## src/rtl/crank_wheel_gen.sv

```systemverilog
// N-M crank trigger wheel generator with cam gating and ramped tooth period.
// Period changes only at slot boundaries; outputs decode registered state.
module crank_wheel_gen #(
    parameter int TEETH       = 60,
    parameter int MISSING     = 2,
    parameter int PW          = 16,
    parameter int TW          = 8,
    parameter int START_TOOTH = 45,
    parameter int PERIOD_RST  = 16,
    parameter int CAM_ON      = 4,
    parameter int CAM_OFF     = 54,
    parameter int CAM_TOGGLE  = 30
) (
    input  logic          clk,
    input  logic          rst,
    input  logic          ena,
    input  logic          load,
    input  logic [PW-1:0] period_in,
    input  logic [PW-1:0] accel_in,
    input  logic [PW-1:0] period_min,
    input  logic [PW-1:0] period_max,
    output logic          vr_out,
    output logic          cam_out,
    output logic          gap_out,
    output logic          rev_pulse,
    output logic          cam_phase,
    output logic [TW-1:0] tooth_idx,
    output logic [PW-1:0] period_out
);

    typedef logic signed [PW+1:0] ext_t;

    localparam logic [TW-1:0] LAST_T   = TW'(TEETH - 1);
    localparam logic [TW-1:0] GAP_T    = TW'(TEETH - MISSING);
    localparam logic [TW-1:0] START_T  = TW'(START_TOOTH);
    localparam logic [TW-1:0] TOGGLE_T = TW'(CAM_TOGGLE);
    localparam logic [TW:0]   ON_T     = (TW+1)'(CAM_ON);
    localparam logic [TW:0]   OFF_T    = (TW+1)'(CAM_OFF);
    localparam logic [PW-1:0] P_RST    = PW'(PERIOD_RST);
    localparam ext_t          TWO      = ext_t'(2);

    logic [PW-1:0] slot_cnt;
    logic [PW-1:0] period;
    logic [TW-1:0] tooth;
    logic          pend;
    logic [PW-1:0] pend_val;
    logic          phase;
    logic          wrap_q;

    logic          boundary;
    logic [TW-1:0] tooth_nxt;
    logic [PW-1:0] period_nxt;
    logic [PW-1:0] ld_val;
    ext_t          base;
    ext_t          lo;
    ext_t          hi;
    ext_t          clamp;

    assign boundary  = ena && (slot_cnt == period - 1'b1);
    assign tooth_nxt = (tooth == LAST_T) ? '0 : tooth + 1'b1;

    // Saturating next period, evaluated wide so a large step cannot wrap.
    always_comb begin
        ld_val = load ? period_in : pend_val;
        if (load || pend)
            base = ext_t'({2'b00, ld_val});
        else
            base = ext_t'({2'b00, period})
                 + ext_t'({{2{accel_in[PW-1]}}, accel_in});
        lo = ext_t'({2'b00, period_min});
        if (lo < TWO)
            lo = TWO;
        hi = ext_t'({2'b00, period_max});
        clamp = base;
        if (clamp < lo)
            clamp = lo;
        if (clamp > hi)
            clamp = hi;
        if (clamp < TWO)
            clamp = TWO;
        period_nxt = clamp[PW-1:0];
    end

    always_ff @(posedge clk) begin
        if (rst) begin
            slot_cnt <= '0;
            period   <= P_RST;
            tooth    <= START_T;
            pend     <= 1'b0;
            pend_val <= '0;
            phase    <= 1'b0;
            wrap_q   <= 1'b0;
        end else begin
            if (load) begin
                pend     <= 1'b1;
                pend_val <= period_in;
            end
            if (boundary) begin
                slot_cnt <= '0;
                tooth    <= tooth_nxt;
                period   <= period_nxt;
                pend     <= 1'b0;
                wrap_q   <= (tooth == LAST_T);
                if (tooth_nxt == TOGGLE_T)
                    phase <= ~phase;
            end else if (ena) begin
                slot_cnt <= slot_cnt + 1'b1;
                wrap_q   <= 1'b0;
            end
        end
    end

    assign gap_out    = (tooth >= GAP_T);
    assign vr_out     = (slot_cnt >= (period >> 1)) && !gap_out;
    assign rev_pulse  = wrap_q && (tooth == '0) && (slot_cnt == '0);
    assign cam_out    = phase && ({1'b0, tooth} >= ON_T)
                      && ({1'b0, tooth} < OFF_T);
    assign cam_phase  = phase;
    assign tooth_idx  = tooth;
    assign period_out = period;

endmodule

```

## config.mk

```make
export PLATFORM = sky130hd
export DESIGN_NAME = crank_wheel_gen
export DESIGN_NICKNAME = d
export VERILOG_FILES = /design/src/rtl/crank_wheel_gen.sv
export SDC_FILE = /design/constraint.sdc
export NUM_CORES = 1
export LEC_CHECK = 0
export ABC_AREA = 1
export BUFFER_PORTS_ARGS = -buffer_cell sky130_fd_sc_hd__clkbuf_2
export CORE_MARGIN = 3
export CORE_UTILIZATION = 50
export DETAILED_ROUTE_END_ITERATION = 12
export GPL_TIMING_DRIVEN = 0
export HOLD_SLACK_MARGIN = 0.1
export PLACE_DENSITY = 0.72
export SLEW_MARGIN = 20
export SYNTH_ARGS = -nofsm -noshare
export SYNTH_HDL_FRONTEND = slang
export SYNTH_SLANG_ARGS = --single-unit
```

## constraint.sdc

```tcl
create_clock -name clk -period 12.04 [get_ports clk]
set_input_delay 2.408 -clock clk [delete_from_list [all_inputs] [get_ports clk]]
set_output_delay 2.408 -clock clk [all_outputs]
set_load 0.01 [all_outputs]
```

==> flow_summary.ini, run 1 <==
[run_status]
status = finished clean

[clock_network]
hold_buffers = 0
cts_num_sinks = 59
numCtsBuffers = 9
post_cts_buffers = 0
clock_latency_ns = 0.34
cts_buffer_depth = 2
path_clk_slew_ns = 0.05
ctsResizeCount = 0
h-tree-depth = 3
cts_root_buf = clkbuf_16
cts_tree = done

[pwr]
swShare = 0.3218
p_per_area_nw_per_um2 = 99.52
p_switching_mw = 0.2287
combPwrFrac = 0.284
power_frac_seq = 0.283
clock_power_share = 0.433
p_int_mw = 0.4820
ir_drop_v = 0.00007446
p_leak_nw = 3.899

[finish]
antenna_cells = 0
seq_area_um2 = 1181
fin_nets = 1218
utilization = 0.6098
syn_to_final_growth_pct = 16.37
drive_gt1_frac = 0.1460
multiInputGateArea_um2 = 4322
n_fill_cell = 1175

[critical_path]
cp_data_required_time_ns = 12.27
crit_path_top_delay_cell = fa_1
cp_common_cell = nand2_1
endpoint_kind = flip-flop
crit_path_start_kind = primary input
worstSetupPathType = in2reg
ff2ff_path_depth = 47
slowest_delay_ns = 0.43
worstPathArrival_ns = 9.04
crit_fanout = 10

[timing]
fin_skew_ns = 0.007464
finalCritPeriodShare = 0.7318
max_freq_mhz = 113.5
hold_violations = 0
final.setup.tns_ns = 0
max_slew_margin = 0.4734
worstMarginPinSlew_ns = 0.7799
drv_slew = 0
rsz0062_at_grt = no
setup-violations-final = 0
min_period_ns = 8.811

[synthesis]
async_flop_share = 0
avgSynthCellArea_um2 = 6.314
synth_flop_cell = dfxtp_1
yosysSeqAreaShare = 0.1925
synth-edff-count = 0
synth_fp_nets = 1112
ys_ff_latch = 59
synth.distinct_cells = 54
post_synth_instance_area_um2 = 6137
synthCells = 972
yosysWarningCount = 0

[floorplanning]
dieWidth_um = 116.8
dieArea_um2 = 13640
start_util = 0.5240
chipHeight_um = 116.8
rows = 39
ios = 97
core_um2 = 11710

[grt]
grt_pass1_wl_um = 29810
grt_use_total = 0.2776
grt_pass1_vias = 6179
grt_overflow = 0
antenna_found_initial = 0
grt_max_degree = 11

[detailed_routing]
dr_total_vias = 6689
drt_drc_violations_left = 0
vias_per_cell = 5.460
wl_um = 18380
antenna_left = 0
drtPass1Iterations = 5
wl_per_cell_um = 15.01
drt_iter0_drc = 525

[job]
cap_viol_max_count = 0

[placement]
gp_congestion = 0.9659
port_buffers = 95
dp_hpwl_um = 14920

[min_path]
min_path_cells = 2
hold_class = reg2reg
-- final timing paths --
| kind | from | end | slack [ns] |
|---|---|---|---|
| setup / recovery | accel_in[0] | period_out[13] | 3.23 |
| hold reg to reg | pend_val[2] | pend_val[2] | 0.48 |
| hold / removal | pend_val[2] | pend_val[2] | 0.48 |
| setup reg to reg | period_out[0] | period_out[13] | 4.99 |
-- per-stage QoR --
stage / setup slack [ns] / hold slack, ns / power [mW] / cell area, µm² / instances
finish: 3.229 / 0.4828 / 0.7107 / 7142 / 1225
global route: 2.572 / 0.4954 / 0.7506 / 7142 / 1225
CTS: 3.337 / 0.4810 / 0.7070 / 7142 / 1225
detailed placement: 3.026 / 0.4679 / 0.4034 / 6792 / 1210
global placement: 3.101 / 0.4574 / 0.4015 / 6792 / 1210
floorplan: 4.343 / 0.4475 / 0.3482 / 6137 / 972
-- layout by cell type, fill, tap and decap left out, drive strengths merged, types with 2 or more instances in the layout --
| cell type | count |
|---|---|
| nand3 | 76 |
| xnor2 | 6 |
| o21bai | 2 |
| ha | 71 |
| nand3b | 7 |
| mux2i | 12 |
| a21oi | 40 |
| a211oi | 5 |
| and2 | 8 |
| or2 | 2 |
| nor3 | 14 |
| nor2 | 102 |
| bufinv | 3 |
| nand2 | 272 |
| dfxtp | 59 |
| buf | 13 |
| clkbuf | 114 |
| o21ai | 40 |
| nor4 | 3 |
| nand4 | 39 |
| a31oi | 3 |
| o211ai | 3 |
| inv | 137 |
| xor2 | 28 |
| a21o | 2 |
| nor3b | 5 |
| o22ai | 3 |
-- worst max-delay path: cells and delay by family --
| kind | cells | cell delay (ns) |
|---|---|---|
| and+or+nand+nor | 30 | 2.63 |
| adders and majority gates | 5 | 1.67 |
| buffers and inverters | 8 | 1.30 |
| AOI/OAI and AO/OA | 4 | 0.84 |
| xor gates and xnor gates | 1 | 0.15 |
-- state kept, by name, indices dropped and copies added, names as in the netlist --
name,flops
slot_cnt,16
pend,1
tooth_idx,8
pend_val,16
wrap_q,1
period_out,16
cam_phase,1
-- kinds of logic after synthesis --
kind of cell             synth area share
AND/OR/NAND/NOR                    0.3894
buffers and inverters              0.1034
AO/OA/AOI/OAI                     0.09745
adder cells (fa/ha/maj)            0.1480
flip-flops                         0.1925
XOR/XNOR                          0.04975
multiplexers                      0.01957
-- synth_stat cells, types with 2 or more instances --
| cell | count | area share |
|---|---|---|
| o211ai_1 | 3 | 0.0037 |
| mux2i_1 | 12 | 0.020 |
| buf_6 | 3 | 0.0055 |
| a21o_1 | 2 | 0.0024 |
| nand2_4 | 2 | 0.0037 |
| o21ai_0 | 34 | 0.028 |
| nand3b_1 | 7 | 0.0086 |
| inv_2 | 6 | 0.0037 |
| dfxtp_1 | 59 | 0.19 |
| or2_2 | 2 | 0.0020 |
| o21bai_1 | 2 | 0.0024 |
| nand2_2 | 7 | 0.0071 |
| xor2_1 | 27 | 0.039 |
| buf_2 | 8 | 0.0065 |
| nand3_1 | 74 | 0.060 |
| o22ai_1 | 3 | 0.0031 |
| a21oi_1 | 39 | 0.032 |
| nor3_1 | 12 | 0.0098 |
| nand4_2 | 2 | 0.0041 |
| inv_1 | 131 | 0.080 |
| ha_1 | 71 | 0.14 |
| a211oi_1 | 5 | 0.0061 |
| a31oi_1 | 3 | 0.0031 |
| nand2_1 | 263 | 0.16 |
| xnor2_1 | 6 | 0.0086 |
| nor2_2 | 7 | 0.0071 |
| clkbuf_1 | 8 | 0.0049 |
| nor3b_1 | 4 | 0.0049 |
| nor4_1 | 3 | 0.0031 |
| nor2_1 | 94 | 0.057 |
| o21ai_1 | 6 | 0.0049 |
| nand4_1 | 37 | 0.038 |
| nor3_2 | 2 | 0.0033 |
| and2_1 | 8 | 0.0082 |
-- layer usage --
metal  track usage  share of wire
met1        0.3972           0.48
met2        0.4293           0.42
met3       0.04576          0.076
met4       0.08257          0.019
met5             0              0
-- layout make-up --
cell class / count / share of cell area
repair buffers: 95 / 0.06657
well taps: 143 / 0.02505
plain buffers: 21 / 0.01612
flip-flops and latches: 59 / 0.1654
inverters: 138 / 0.07270
clock buffers: 11 / 0.03539
multi-input cells: 754 / 0.6051
clock inverters: 4 / 0.01367
-- power groups by stage --
| stage | combinational (mW) | clock, mW | sequential (mW) |
|---|---|---|---|
| after floorplan | 0.143 | 0 | 0.205 |
| after global routing | 0.232 | 0.317 | 0.202 |
| after CTS | 0.200 | 0.306 | 0.201 |
| after global placement | 0.196 | 0 | 0.205 |
| after detailed placement | 0.198 | 0 | 0.205 |
| final | 0.202 | 0.308 | 0.201 |
Power figures use the tool's default switching activity.
==> run 2: changes to the inputs <==
PLACE_DENSITY = 0.75   (was 0.72)
clock period = 7.5 ns   (was 12.04 ns; I/O delays follow)
==> run 2 against run 1 <==
Against the previous run:
- sequential power rose by 61%
- die area did not move
- register-to-register slack got worse by 3.7 ns
- worst setup slack got worse by 2.8 ns
- non-clock buffer count did not move
- first-iteration DRC count fell by 10%
- largest cell class unchanged
- total power rose by 52%
- largest power group unchanged
- sequential share of layout area barely moved
==> flow_summary.ini, run 2 (synthesized netlist as in run 1, its figures left out) <==
[grt]
grt_pass1_wl_um = 29350
grt_max_degree = 11
grt_overflow = 0
grt_pass1_vias = 6195
grt_use_total = 0.2728
antenna_found_initial = 0

[detailed_routing]
drt_drc_violations_left = 0
antenna_left = 0
drtPass1Iterations = 5
vias_per_cell = 5.412
wl_per_cell_um = 14.72
dr_total_vias = 6635
drt_iter0_drc = 471
wl_um = 18050

[min_path]
worstHoldStart = pend_val[15]
min_to = pend_val[15]
hold_class = reg2reg
min_path_cells = 2

[timing]
min_period_ns = 7.071
drv_slew = 0
finalCritPeriodShare = 0.9429
final.setup.tns_ns = 0
worstMarginPinSlew_ns = 0.8274
max_freq_mhz = 141.4
max_slew_margin = 0.4341
fin_hold_ws_ns = 0.4715
setup_ws_ns = 0.4285
hold_violations = 0
fin_skew_ns = 0.01120
setup-violations-final = 0

[critical_path]
crit_path_top_delay_cell = fa_2
r2r-end = period_out[7]
cp_common_cell = nand2_1
worstPathArrival_ns = 7.29
ff2ff_path_depth = 45
crit_fanout = 10
rr_startpoint = period_out[4]
cp_data_required_time_ns = 7.72
ff2ff_setup_slack_ns = 1.25
slowest_delay_ns = 0.38
crit_path_start_kind = primary input
endpoint_kind = flip-flop
worstSetupPathType = in2reg
setup.worst_path.start = accel_in[0]

[pwr]
fin_total_pwr_mw = 1.079
ir_drop_v = 0.0001183
p_per_area_nw_per_um2 = 150.9
p_switching_mw = 0.3720
power_frac_seq = 0.300
swShare = 0.3449
p_leak_nw = 3.880
clock_power_share = 0.388
p_int_mw = 0.7066
combPwrFrac = 0.312

[clock_network]
cts_tree = done
path_clk_slew_ns = 0.05
h-tree-depth = 3
hold_buffers = 0
clock_latency_ns = 0.34
cts_root_buf = clkbuf_16
cts_buffer_depth = 2
numCtsBuffers = 9
cts_num_sinks = 59

[finish]
utilization = 0.6102
seq_area_um2 = 1181
finalNonFillerCells = 1226
syn_to_final_growth_pct = 16.43
multiInputGateArea_um2 = 4368
antenna_cells = 0
fin_nets = 1218
final_cell_area_um2 = 7146
n_fill_cell = 1153
layout_common_cells = 263 x nand2_1, 130 x inv_1, 95 x clkbuf_2
final_common_cell = nand2_1
drive_gt1_frac = 0.1616

[floorplanning]
chipHeight_um = 116.8
dieArea_um2 = 13640
core_um2 = 11710
dieWidth_um = 116.8
rows = 39
ios = 97
start_util = 0.5240

[placement]
postPlaceCellArea_um2 = 6792
gp_congestion = 0.9398
post-place-ws_ns = -0.5979
placed_cells = 1210
port_buffers = 95
dp_hpwl_um = 14880

[job]
cap_viol_max_count = 0

[run_status]
status = finished clean
-- run 2: cell types whose count changed in the layout (fill, tap and decap cells not counted), sizes merged --
cell,delta
clkinv,+1
clkinvlp,+1
buf,+1
bufinv,-2
-- run 2: worst max path at each step --
stage,slack (ns),to,cells after the start
floorplan,0.71,period_out[4],47
global placement,-0.60,period_out[13],48
detailed placement,-0.60,period_out[13],48
CTS,0.03,period_out[7],47
global route,-0.05,period_out[7],48
finish,0.43,period_out[7],45
-- run 2: worst max-delay path, delay by kind of cell --
kind | cells | cell delay (ns)
adder cells (fa/ha/maj) | 5 | 1.61
AO/OA/AOI/OAI | 4 | 0.67
AND/OR/NAND/NOR | 29 | 2.60
buffers and inverters | 6 | 0.76
XOR/XNOR | 1 | 0.15
-- run 2: cell type report --
cell class              count  share of cell area
clock inverters             4            0.007004
plain buffers              20             0.01663
flip-flops and latches     59              0.1653
inverters                 138             0.07267
well taps                 143             0.02504
multi-input cells         754              0.6113
clock buffers              12             0.03449
repair buffers             96             0.06759
-- run 2: power groups by stage --
| stage | combinational, mW | sequential, mW | clock, mW |
|---|---|---|---|
| finish | 0.337 | 0.323 | 0.419 |
| global route | 0.383 | 0.323 | 0.436 |
| CTS | 0.322 | 0.323 | 0.420 |
| detailed placement | 0.319 | 0.330 | 0 |
| global placement | 0.315 | 0.329 | 0 |
| floorplan | 0.230 | 0.329 | 0 |
-- run 2: routing by layer --
layer	GRT usage	vias up	share of wire
met5	0	-	0
met4	0.07492	0	0.016
met3	0.03290	22	0.065
met2	0.4372	230	0.44
met1	0.3876	2977	0.48
li1	-	3406	-
-- run 2: timing repair --
action / CTS / global route
resized for setup: 5 / 23
pin swaps: 0 / 3
endpoints found under the setup margin: 15 / 16
buffers inserted: 0 / 1
endpoints found under the hold margin: 0 / 0
==> run 3: changes to the inputs <==
REMOVE_ABC_BUFFERS = 1   (was not set)
SLEW_MARGIN = not set   (was 20)
==> run 3 against run 2 <==
Against the previous run:
- critical path depth down 4
- clock power up 11%
- register-to-register slack worse by 0.12 ns
- sequential power about the same
- clock skew down 0.0067 ns
- sequential cell count unchanged
- cell area up 0.65%
- worst setup slack worse by 0.017 ns
- combinational power up 6.8%
- final cell count down 0.41%
- die area unchanged
- critical path type unchanged
- largest cell class unchanged
- largest power group unchanged
- highest routed layer unchanged
==> flow_summary.ini, run 3 (synthesized netlist as in run 1, its figures left out) <==
[grt]
grt_max_degree = 33
antenna_found_initial = 0
grt_overflow = 0
grt_pass1_vias = 6086
grt_use_total = 0.2698
grt_pass1_wl_um = 29340

[run_status]
status = finished clean

[clock_network]
cts_root_buf = clkbuf_16
cts_num_sinks = 59
numCtsBuffers = 9
h-tree-depth = 3
cts_buffer_depth = 2
hold_buffers = 0
path_clk_slew_ns = 0.06
clock_latency_ns = 0.34
cts_tree = done

[detailed_routing]
drt_drc_violations_left = 0
drtPass1Iterations = 5
antenna_left = 0
wl_per_cell_um = 14.84
drt_iter0_drc = 473
vias_per_cell = 5.424
dr_total_vias = 6623
wl_um = 18120

[timing]
max_slew_margin = 0.2721
finalCritPeriodShare = 0.9452
setup_ws_ns = 0.4111
fin_hold_ws_ns = 0.4786
worstMarginPinSlew_ns = 1.091
max_freq_mhz = 141.1
drv_slew = 0
min_period_ns = 7.089
hold_violations = 0
setup-violations-final = 0
fin_skew_ns = 0.004472

[floorplanning]
core_um2 = 11710
rows = 39
dieArea_um2 = 13640
dieWidth_um = 116.8
start_util = 0.5240
chipHeight_um = 116.8
ios = 97

[placement]
post-place-ws_ns = -0.8214
port_buffers = 96
placed_cells = 1190
gp_congestion = 0.9482
dp_hpwl_um = 13870

[critical_path]
crit_path_start_kind = primary input
crit_fanout = 9
slowest_delay_ns = 0.36
worstSetupPathType = in2reg
ff2ff_setup_slack_ns = 1.13
worstPathArrival_ns = 7.32
cp_data_required_time_ns = 7.73
endpoint_kind = flip-flop
crit_path_top_delay_cell = fa_2
cp_common_cell = nand2_1

[pwr]
p_per_area_nw_per_um2 = 159.4
p_leak_nw = 3.881
ir_drop_v = 0.0001406
fin_total_pwr_mw = 1.146

[min_path]
hold_class = reg2reg

[job]
cap_viol_max_count = 0

[finish]
final_common_cell = nand2_1
syn_to_final_growth_pct = 17.19
drive_gt1_frac = 0.1605
layout_common_cells = 263 x nand2_1, 130 x inv_1, 96 x clkbuf_2
fin_nets = 1213
utilization = 0.6141
antenna_cells = 0
finalNonFillerCells = 1221
run 3: changes by cell type in the layout (fill, tap and decap cells not counted), moves of 2 or more:
cell	previous run	this run
buf_2	8	1
nor2_2	11	9
buf_4	2	10
clkbuf_4	2	0
nor2_4	1	3
buf_6	3	0
o21ai_0	27	30
a21oi_1	37	39
clkbuf_1	7	2
a21oi_2	3	1
o21ai_2	4	2
run 3: report_power, final:
group          switching (mW)  internal, mW  total (mW)
combinational           0.226         0.134       0.360
clock                   0.163         0.300       0.463
sequential            0.00355         0.320       0.323
run 3: routing by layer:
layer	wire length, µm	track usage	vias up
li1	-	-	3394
met1	8697	0.3930	2957
met2	7657	0.4096	243
met3	1409	0.04422	29
met4	358	0.07951	0
met5	0	0	-
run 3: worst paths after layout:
kind,startpoint,end,depth (start not counted)
min reg2reg,pend_val[2],pend_val[2],2
max reg2reg,period_out[4],period_out[10],36
max,accel_in[0],period_out[10],41
min,pend_val[2],pend_val[2],2
run 3: what timing repair did:
action | in CTS | in global routing
gates cloned | 2 | 2
setup buffers | 0 | 11
endpoints found under the hold margin | 0 | 0
gates resized for setup | 4 | 19
endpoints found under the setup margin | 16 | 16
pin swaps | 0 | 6
run 3: cell type report:
| type | count | area (µm²) |
|---|---|---|
| Tap cell | 143 | 178.9 |
| Inverter | 138 | 523.0 |
| Clock inverter | 4 | 73.82 |
| Sequential cell | 59 | 1181 |
| Clock buffer | 12 | 246.5 |
| Timing Repair inverter | 2 | 15.01 |
| Timing Repair Buffer | 107 | 560.5 |
| Multi-Input combinational cell | 756 | 4413 |
| Fill cell | 1133 | 4519 |
run 3: critical path: cells and delay by family:
kind	cells	cell delay (ns)
and+or+nand+nor	25	2.72
adders and majority gates	5	1.44
AOI/OAI and AO/OA	5	0.71
buffers and inverters	5	0.66
xor gates and xnor gates	1	0.28
run 3: metrics by stage:
stage,TNS [ns],area [µm²]
floorplan,0,6022
global placement,-11.54,6681
detailed placement,-12.34,6681
CTS,0,7025
global route,-0.03260,7192
finish,0,7192
